$ cat src/rtl/config_stream_loader.sv
// rtl/config_stream_loader.sv - frames a byte stream into records for the tile configuration bus
module config_stream_loader #(
  parameter logic [31:0] IDLE_ADDR    = 32'h0000_0000,
  parameter int unsigned WRITE_CYCLES = 1
) (
  input  logic        clk,
  input  logic        reset,
  input  logic        start,
  input  logic [7:0]  in_data,
  input  logic        in_valid,
  output logic        in_ready,
  output logic [31:0] config_addr,
  output logic [31:0] config_data,
  output logic        busy,
  output logic        done,
  output logic [15:0] records_written
);

  // Index of the final cycle a record stays on the bus.
  localparam logic [3:0] WC_LAST = 4'(WRITE_CYCLES - 1);

  typedef enum logic [2:0] {
    S_IDLE,
    S_CNT_HI,
    S_CNT_LO,
    S_LOAD,
    S_WRITE,
    S_DONE
  } state_t;

  state_t      state_q;
  logic        rst_sync_q;
  logic        in_ready_q;
  logic        busy_q;
  logic        done_q;
  logic [15:0] count_q;
  logic [15:0] records_written_q;
  logic [2:0]  idx_q;
  logic [3:0]  wcnt_q;
  // Only the first seven bytes need holding; the eighth is taken straight from in_data.
  logic [55:0] asm_q;
  logic [31:0] addr_q;
  logic [31:0] data_q;

  logic        xfer;
  logic [63:0] asm_d;
  logic [15:0] records_written_d;
  logic [15:0] count_d;

  assign xfer              = in_valid && in_ready_q;
  assign asm_d             = {asm_q, in_data};
  assign records_written_d = records_written_q + 16'd1;
  assign count_d           = {count_q[15:8], in_data};

  // Reset asserts immediately and releases on the next clk edge, so the FSM acts on the second edge.
  always_ff @(posedge clk or negedge reset) begin
    if (!reset) begin
      rst_sync_q <= 1'b0;
    end else begin
      rst_sync_q <= 1'b1;
    end
  end

  // Session FSM; every output is a register updated together with the state.
  always_ff @(posedge clk or negedge rst_sync_q) begin
    if (!rst_sync_q) begin
      state_q           <= S_IDLE;
      in_ready_q        <= 1'b0;
      busy_q            <= 1'b0;
      done_q            <= 1'b0;
      count_q           <= '0;
      records_written_q <= '0;
      idx_q             <= '0;
      wcnt_q            <= '0;
      asm_q             <= '0;
      addr_q            <= IDLE_ADDR;
      data_q            <= '0;
    end else begin
      done_q <= 1'b0;
      case (state_q)
        S_IDLE: begin
          if (start) begin
            state_q           <= S_CNT_HI;
            busy_q            <= 1'b1;
            in_ready_q        <= 1'b1;
            records_written_q <= '0;
          end
        end
        S_CNT_HI: begin
          if (xfer) begin
            count_q[15:8] <= in_data;
            state_q       <= S_CNT_LO;
          end
        end
        S_CNT_LO: begin
          if (xfer) begin
            count_q[7:0] <= in_data;
            idx_q        <= '0;
            if (count_d == 16'd0) begin
              state_q    <= S_DONE;
              in_ready_q <= 1'b0;
              busy_q     <= 1'b0;
              done_q     <= 1'b1;
            end else begin
              state_q <= S_LOAD;
            end
          end
        end
        S_LOAD: begin
          if (xfer) begin
            asm_q <= asm_d[55:0];
            idx_q <= idx_q + 3'd1;
            if (idx_q == 3'd7) begin
              state_q    <= S_WRITE;
              in_ready_q <= 1'b0;
              addr_q     <= asm_d[63:32];
              data_q     <= asm_d[31:0];
              wcnt_q     <= '0;
            end
          end
        end
        S_WRITE: begin
          if (wcnt_q == WC_LAST) begin
            records_written_q <= records_written_d;
            addr_q            <= IDLE_ADDR;
            data_q            <= '0;
            if (records_written_d == count_q) begin
              state_q <= S_DONE;
              busy_q  <= 1'b0;
              done_q  <= 1'b1;
            end else begin
              state_q    <= S_LOAD;
              in_ready_q <= 1'b1;
              idx_q      <= '0;
            end
          end else begin
            wcnt_q <= wcnt_q + 4'd1;
          end
        end
        S_DONE: begin
          state_q <= S_IDLE;
        end
        default: begin
          state_q    <= S_IDLE;
          in_ready_q <= 1'b0;
          busy_q     <= 1'b0;
          addr_q     <= IDLE_ADDR;
          data_q     <= '0;
        end
      endcase
    end
  end

  assign in_ready        = in_ready_q;
  assign busy            = busy_q;
  assign done            = done_q;
  assign records_written = records_written_q;
  assign config_addr     = addr_q;
  assign config_data     = data_q;

endmodule

$ cat config.mk
export PLATFORM = sky130hd
export DESIGN_NAME = config_stream_loader
export DESIGN_NICKNAME = d
export VERILOG_FILES = /design/src/rtl/config_stream_loader.sv
export SDC_FILE = /design/constraint.sdc
export NUM_CORES = 1
export LEC_CHECK = 0
export CORE_MARGIN = 4
export CORE_UTILIZATION = 31
export DETAILED_ROUTE_END_ITERATION = 8
export GPL_TIMING_DRIVEN = 1
export SYNTH_ARGS = -nofsm -noshare
export SYNTH_HDL_FRONTEND = slang
export SYNTH_SLANG_ARGS = --single-unit
$ cat constraint.sdc
create_clock -name clk -period 8.78 [get_ports clk]
set_input_delay 0.878 -clock clk [delete_from_list [all_inputs] [get_ports clk]]
set_output_delay 0.878 -clock clk [all_outputs]
set_load 0.02 [all_outputs]
==> results.sh, run 1 <==
export IMPL_worstMarginPinSlew_ns=1.14
export IMPL_synth_edff_count=0
export IMPL_synth_area_mux_share=0.115
export IMPL_start_util=0.320
export IMPL_hold_buffers=0
export IMPL_placed_cells=1062
export IMPL_ys_types=56
export IMPL_yosysTopAreaCellShare=0.567
export IMPL_grt_pass1_vias=5281
export IMPL_die_x_um=162
export IMPL_synth_seq_cells=166
export IMPL_route_detailed_drc=0
export IMPL_yosysMostFrequentCell="dfrtp_1"
export IMPL_num_nets_final=785
export IMPL_synthCells=692
export IMPL_first_pass_iters=4
export IMPL_reg2reg_from="records_written[0]"
export IMPL_syn_area_um2=7320
export IMPL_powerDensity_nw_per_um2=382
export IMPL_finalHoldViolCount=0
export IMPL_fin_worst_skew_ns=0.0136
export IMPL_io_pins=95
export IMPL_setup_tns_final_ns=0
export IMPL_syn_nets=709
export IMPL_rows=55
export IMPL_grt_max_degree=129
export IMPL_path_max_fanout=128
export IMPL_hpwl_mm=11.4
export IMPL_r2r_end="busy"
export IMPL_slew_headroom=0.234
export IMPL_clk_path_buf_depth=2
export IMPL_die_y_um=162
export IMPL_die_area_um2=26100
export IMPL_io_buffers=94
export IMPL_drive_above_1_share=0.161
export IMPL_clock_latency_ns=0.43
export IMPL_worst_ep_arrival_time_ns=3.11
export IMPL_max_cap_violations=0
export IMPL_drt_initial_drc_count=379
export IMPL_synth_largest_area_cell="dfrtp_1"
export IMPL_max_freq_ghz=0.348
export IMPL_rsz0062_at_grt="false"
export IMPL_cts_tree="built"
export IMPL_max_vdd_ir_drop_mv=0.143
export IMPL_avgRoutedWirePerCell_um=15.7
export IMPL_setup_viol=0
export IMPL_grt_total_usage=0.138
export IMPL_required_ns=9.02
export IMPL_grt_pass1_wl_mm=29.1
export IMPL_fin_crit_sh=0.327
export IMPL_synth_top_family_by_area="simple AND/OR/NAND/NOR gates"
export IMPL_ctsRootBufferMaster="clkbuf_16"
export IMPL_yosys_warnings=0
export IMPL_grt_overflow=0
export IMPL_hold_slack_ns=0.234
export IMPL_post_cts_buffers=0
export IMPL_worstRegToRegCells=7
export IMPL_cts_sinks=166
export IMPL_finalCriticalPeriod_ns=2.87
export IMPL_cts_max_level=4
export IMPL_synth_commonest_cells="166 x dfrtp_1, 157 x nand2_1, 96 x o21ai_0, 73 x mux2_2, 32 x clkbuf_1"
export IMPL_wl_mm=17.2
export IMPL_synth_ff_type="dfrtp_1"
export IMPL_viasPerCell=4.82
export IMPL_synthAdderAreaFrac=0.00854
export IMPL_fin_cells=1094
export IMPL_synth_seq_area_share=0.567
export IMPL_maxSlewViolCount=0
export IMPL_areaGrowthSynthToFinish_pct=24.4
export IMPL_antenna_found_initial=0
export IMPL_path_class="in -> reg"
export IMPL_gp_congestion=0.852
export IMPL_synthXorXnorAreaFrac=0.0248
export IMPL_async_reset_ff_frac=1.00
export IMPL_startpoint_type="input pin"
export IMPL_outcome="complete, no violations"
export IMPL_cts_resized=0
export IMPL_n_antenna_cell=0
export IMPL_hold_path_class="reg -> async"
export IMPL_clk_pin_slew_ns=0.07
export IMPL_p_leak_nw=3.90
export IMPL_endpoint_kind="flip-flop"
export IMPL_core_area_um2=22900
export IMPL_synthTopCellsByArea="dfrtp_1 57%, mux2_2 11%, nand2_1 8.0%"
export IMPL_via_count=5269
export IMPL_yosys_area_share_simple=0.137
export IMPL_r2r_slack_ns=5.93
export IMPL_ant_nets=0
export IMPL_cts_buffers=17
export IMPL_synth_compound_area_frac=0.117
export IMPL_avgSynthCellArea_um2=10.6
kinds of logic (layout without fill, tap and decap cells):
kind of cell    count (synthesis)  in the layout
compound gates                148            148
xor+xnor                       19             19
fa+ha+maj                       5              5
buf+inv                        50            139
flops                         166            166
mux                            75             75
other cells                     1              1
simple gates                  228            228
layout by cell type, fill, tap and decap left out, types with 3 or more instances in the layout:
cell | netlist | final
inv_6 | 0 | 3
dfrtp_1 | 166 | 165
xor2_1 | 11 | 11
nand4_1 | 9 | 9
nor3_1 | 9 | 8
a311o_1 | 3 | 3
nor2_1 | 19 | 17
a21o_1 | 3 | 3
a21oi_1 | 19 | 18
clkinv_4 | 0 | 4
o21ai_0 | 96 | 96
clkbuf_16 | 0 | 17
clkdlybuf4s50_1 | 0 | 94
ha_1 | 5 | 5
nor4_1 | 4 | 4
inv_1 | 8 | 8
xnor2_1 | 7 | 7
and2_1 | 3 | 3
o31ai_1 | 3 | 3
o41ai_1 | 3 | 3
and3_1 | 3 | 3
nand3_1 | 8 | 8
mux2_2 | 73 | 73
buf_4 | 1 | 5
nand2_1 | 157 | 157
how the worst max path moves through the flow:
stage,start,endpoint,cells past startpoint,slack (ns)
6_report,in_valid,config_data[0],6,5.91
3_5_place_dp,in_valid,config_addr[2],6,5.45
4_1_cts,records_written[0],busy,7,5.91
2_1_floorplan,rst_sync_q,asm_q[0],0,3.78
3_3_place_gp,in_valid,config_data[4],6,5.58
5_1_grt,in_valid,config_addr[20],6,5.72
state kept, by name, indices dropped and copies added (netlist names), 3 cells and up:
name / count
asm_q: 56
config_addr: 32
config_data: 32
count_q: 16
records_written: 16
wcnt_q: 4
idx_q: 3
state_q: 3
report_power, final:
group | switching, mW | internal, mW | total (mW)
clock network | 0.315 | 0.403 | 0.718
registers | 0.291 | 1.10 | 1.39
logic | 0.701 | 0.673 | 1.37
total | 1.31 | 2.17 | 3.48
metrics by stage:
step / setup WS [ns] / total power, mW / util / cell area [um^2]
6_report: 5.91 / 3.48 / 0.397 / 9110
5_1_grt: 5.72 / 3.75 / 0.397 / 9110
4_1_cts: 5.91 / 3.54 / 0.397 / 9110
3_5_place_dp: 5.45 / 2.80 / 0.373 / 8540
3_3_place_gp: 5.58 / 2.77 / 0.373 / 8540
2_1_floorplan: 3.78 / 2.25 / - / 7320
routing by layer:
metal  share of wire  global-route usage  vias to the layer above
li1                -                   -                     2560
met1            0.49               0.201                     2592
met2            0.43               0.197                      101
met3           0.061              0.0424                       16
met4           0.014              0.0427                        0
met5               0                   0                        -
final cells by class:
cell class	instances	area, um^2
tap	313	392
clock buffer	20	447
inverter	8	30.0
fill	2261	13800
timing repair buffer	99	978
multi-input combinational	476	2980
sequential	166	4160
clock inverter	12	120
critical path: stages:
cell and delay, ns:
clkdlybuf4s50_1 0.43, nand2_1 0.24, o21ai_0 0.21, a21oi_4 0.17, buf_4 0.79, o21ai_0 0.25
No activity file was read; power rests on OpenSTA's default activity.
==> inputs of run 2 (changes only) <==
clock period = 3 ns   (was 8.78 ns; I/O delays follow)
==> run 2 against run 1 <==
Against the previous run:
- sequential cell count did not move
- worst hold slack better by 0.079 ns
- via count is essentially flat
- critical path depth rose by 1
- cell count rose by 1.3%
- register-to-register slack lost 5.7 ns
- die area unchanged
- clock power grew to 3.0 times the previous value
- clock-buffer cell count increased by 1
- highest routed layer unchanged
==> results.sh, run 2 (synthesized netlist as in run 1, its figures left out) <==
export IMPL_outcome="complete, no violations"
export IMPL_required_ns=3.29
export IMPL_clk_pin_slew_ns=0.07
export IMPL_pre_cts_ws_ns=0.208
export IMPL_p_leak_nw=4.00
export IMPL_hold_slack_ns=0.312
export IMPL_slew_headroom=0.485
export IMPL_crit_chain="ha_1 > and4_4 > nand2_1 > a311o_1 > a2111oi_2 > nand4_2 > a311o_1"
export IMPL_max_cap_violations=0
export IMPL_path_class="reg -> reg"
export IMPL_grt_overflow=0
export IMPL_clock_latency_ns=0.43
export IMPL_powerDensity_nw_per_um2=1110
export IMPL_worstMarginPinSlew_ns=0.770
export IMPL_grt_max_degree=68
export IMPL_io_buffers=94
export IMPL_hold_path_class="reg -> async"
export IMPL_areaGrowthSynthToFinish_pct=26.9
export IMPL_rsz0062_at_grt="false"
export IMPL_cts_resized=0
export IMPL_endpoint_kind="flip-flop"
export IMPL_avgRoutedWirePerCell_um=15.8
export IMPL_gp_congestion=0.858
export IMPL_cp_slowest_stage_delay_ns=0.49
export IMPL_pwr_share_clk=0.207
export IMPL_ctsRootBufferMaster="clkbuf_16"
export IMPL_viasPerCell=4.76
export IMPL_hpwl_mm=12.0
export IMPL_die_area_um2=26100
export IMPL_p_switching_mw=3.85
export IMPL_power_mw=10.3
export IMPL_cts_max_level=4
export IMPL_placed_cells=1075
export IMPL_cts_buffers=17
export IMPL_rows=55
export IMPL_switching_share=0.374
export IMPL_drive_above_1_share=0.174
export IMPL_grt_pass1_vias=5007
export IMPL_die_x_um=162
export IMPL_num_nets_final=799
export IMPL_die_y_um=162
export IMPL_slowest_stage="dfrtp_1"
export IMPL_power_frac_seq=0.395
export IMPL_io_pins=95
export IMPL_fin_worst_skew_ns=0.0173
export IMPL_route_detailed_drc=0
export IMPL_setup_viol=0
export IMPL_first_pass_iters=5
export IMPL_grt_total_usage=0.136
export IMPL_max_vdd_ir_drop_mv=0.405
export IMPL_hold_buffers=1
export IMPL_max_freq_ghz=0.357
export IMPL_startpoint_type="flip-flop"
export IMPL_layout_commonest_cell="dfrtp_1"
export IMPL_p_int_mw=6.46
export IMPL_setup_tns_final_ns=0
export IMPL_final_cell_mix="165 x dfrtp_1, 157 x nand2_1, 96 x o21ai_0, 94 x clkdlybuf4s50_1, 73 x mux2_2"
export IMPL_largest_reg_flops=56
export IMPL_fin_ws_ns=0.195
export IMPL_worst_ep_arrival_time_ns=3.10
export IMPL_antenna_found_initial=0
export IMPL_top_register="asm_q"
export IMPL_drt_initial_drc_count=317
export IMPL_start_util=0.320
export IMPL_via_count=5270
export IMPL_maxSlewViolCount=0
export IMPL_finalCriticalPeriod_ns=2.81
export IMPL_n_antenna_cell=0
export IMPL_ant_nets=0
export IMPL_fin_crit_sh=0.935
export IMPL_cts_sinks=166
export IMPL_cts_tree="built"
export IMPL_grt_pass1_wl_mm=28.5
export IMPL_fin_cells=1108
export IMPL_post_cts_buffers=0
export IMPL_cp_common_cell="a311o_1"
export IMPL_finalHoldViolCount=0
export IMPL_combPwrFrac=0.398
export IMPL_path_max_fanout=11
export IMPL_fillCellCount=2226
export IMPL_clk_path_buf_depth=2
export IMPL_wl_mm=17.6
export IMPL_core_area_um2=22900
==> run 2: cell types whose count changed in the layout (fill, tap and decap cells not counted), sizes merged <==
cell         delta
clkinv          -4
inv             +2
clkinvlp        +1
dlygate4sd3     +1
buf            +13
clkbuf          +1
==> run 2: per-stage QoR <==
| stage | area [um^2] | utilization |
|---|---|---|
| after floorplan | 7320 | - |
| after global placement | 8710 | 0.380 |
| after detailed placement | 8710 | 0.380 |
| after CTS | 9290 | 0.405 |
| after global routing | 9290 | 0.405 |
| final | 9290 | 0.405 |
==> run 2: worst paths after layout <==
check / start / slack [ns] / to / cells past startpoint
max reg2reg: records_written[0] / 0.19 / busy / 7
min: rst_sync_q / 0.31 / config_addr[0] / 0
max: records_written[0] / 0.19 / busy / 7
min in group clk: wcnt_q[3] / 0.47 / wcnt_q[3] / 1
max in group asynchronous: rst_sync_q / 1.89 / config_data[6] / 1
min reg2reg: rst_sync_q / 0.31 / config_addr[0] / 0
==> run 2: critical path, delay by kind of cell (launching register included) <==
family	cells	cell delay, ns
AO/OA/AOI/OAI	3	1.14
flip-flops	1	0.49
AND/OR/NAND/NOR	3	0.70
adder cells (fa/ha/maj)	1	0.35
==> run 2: area by class of cell <==
type                            count  area, um^2  share of cell area
Tap cell                          313         392              0.0421
Clock inverter                     11         114              0.0123
Sequential cell                   166        4160               0.447
Clock buffer                       21         460              0.0496
Timing Repair Buffer              113        1160               0.125
Inverter                            8        30.0             0.00323
Multi-Input combinational cell    476        2980               0.320
==> run 2: power by group through the flow <==
stage | registers [mW] | logic, mW | clock network [mW]
finish | 4.07 | 4.11 | 2.13
global route | 4.24 | 4.55 | 2.27
CTS | 4.10 | 4.18 | 2.18
detailed placement | 4.13 | 4.16 | 0
global placement | 4.10 | 4.11 | 0
floorplan | 4.32 | 2.26 | 0
==> run 2: metal layers <==
layer	share of wire	up-vias	track usage	wire length, um
li1	-	2577	-	-
met1	0.50	2574	0.201	8820
met2	0.44	108	0.197	7640
met3	0.053	11	0.0406	928
met4	0.0095	0	0.0334	167
met5	0	-	0	0
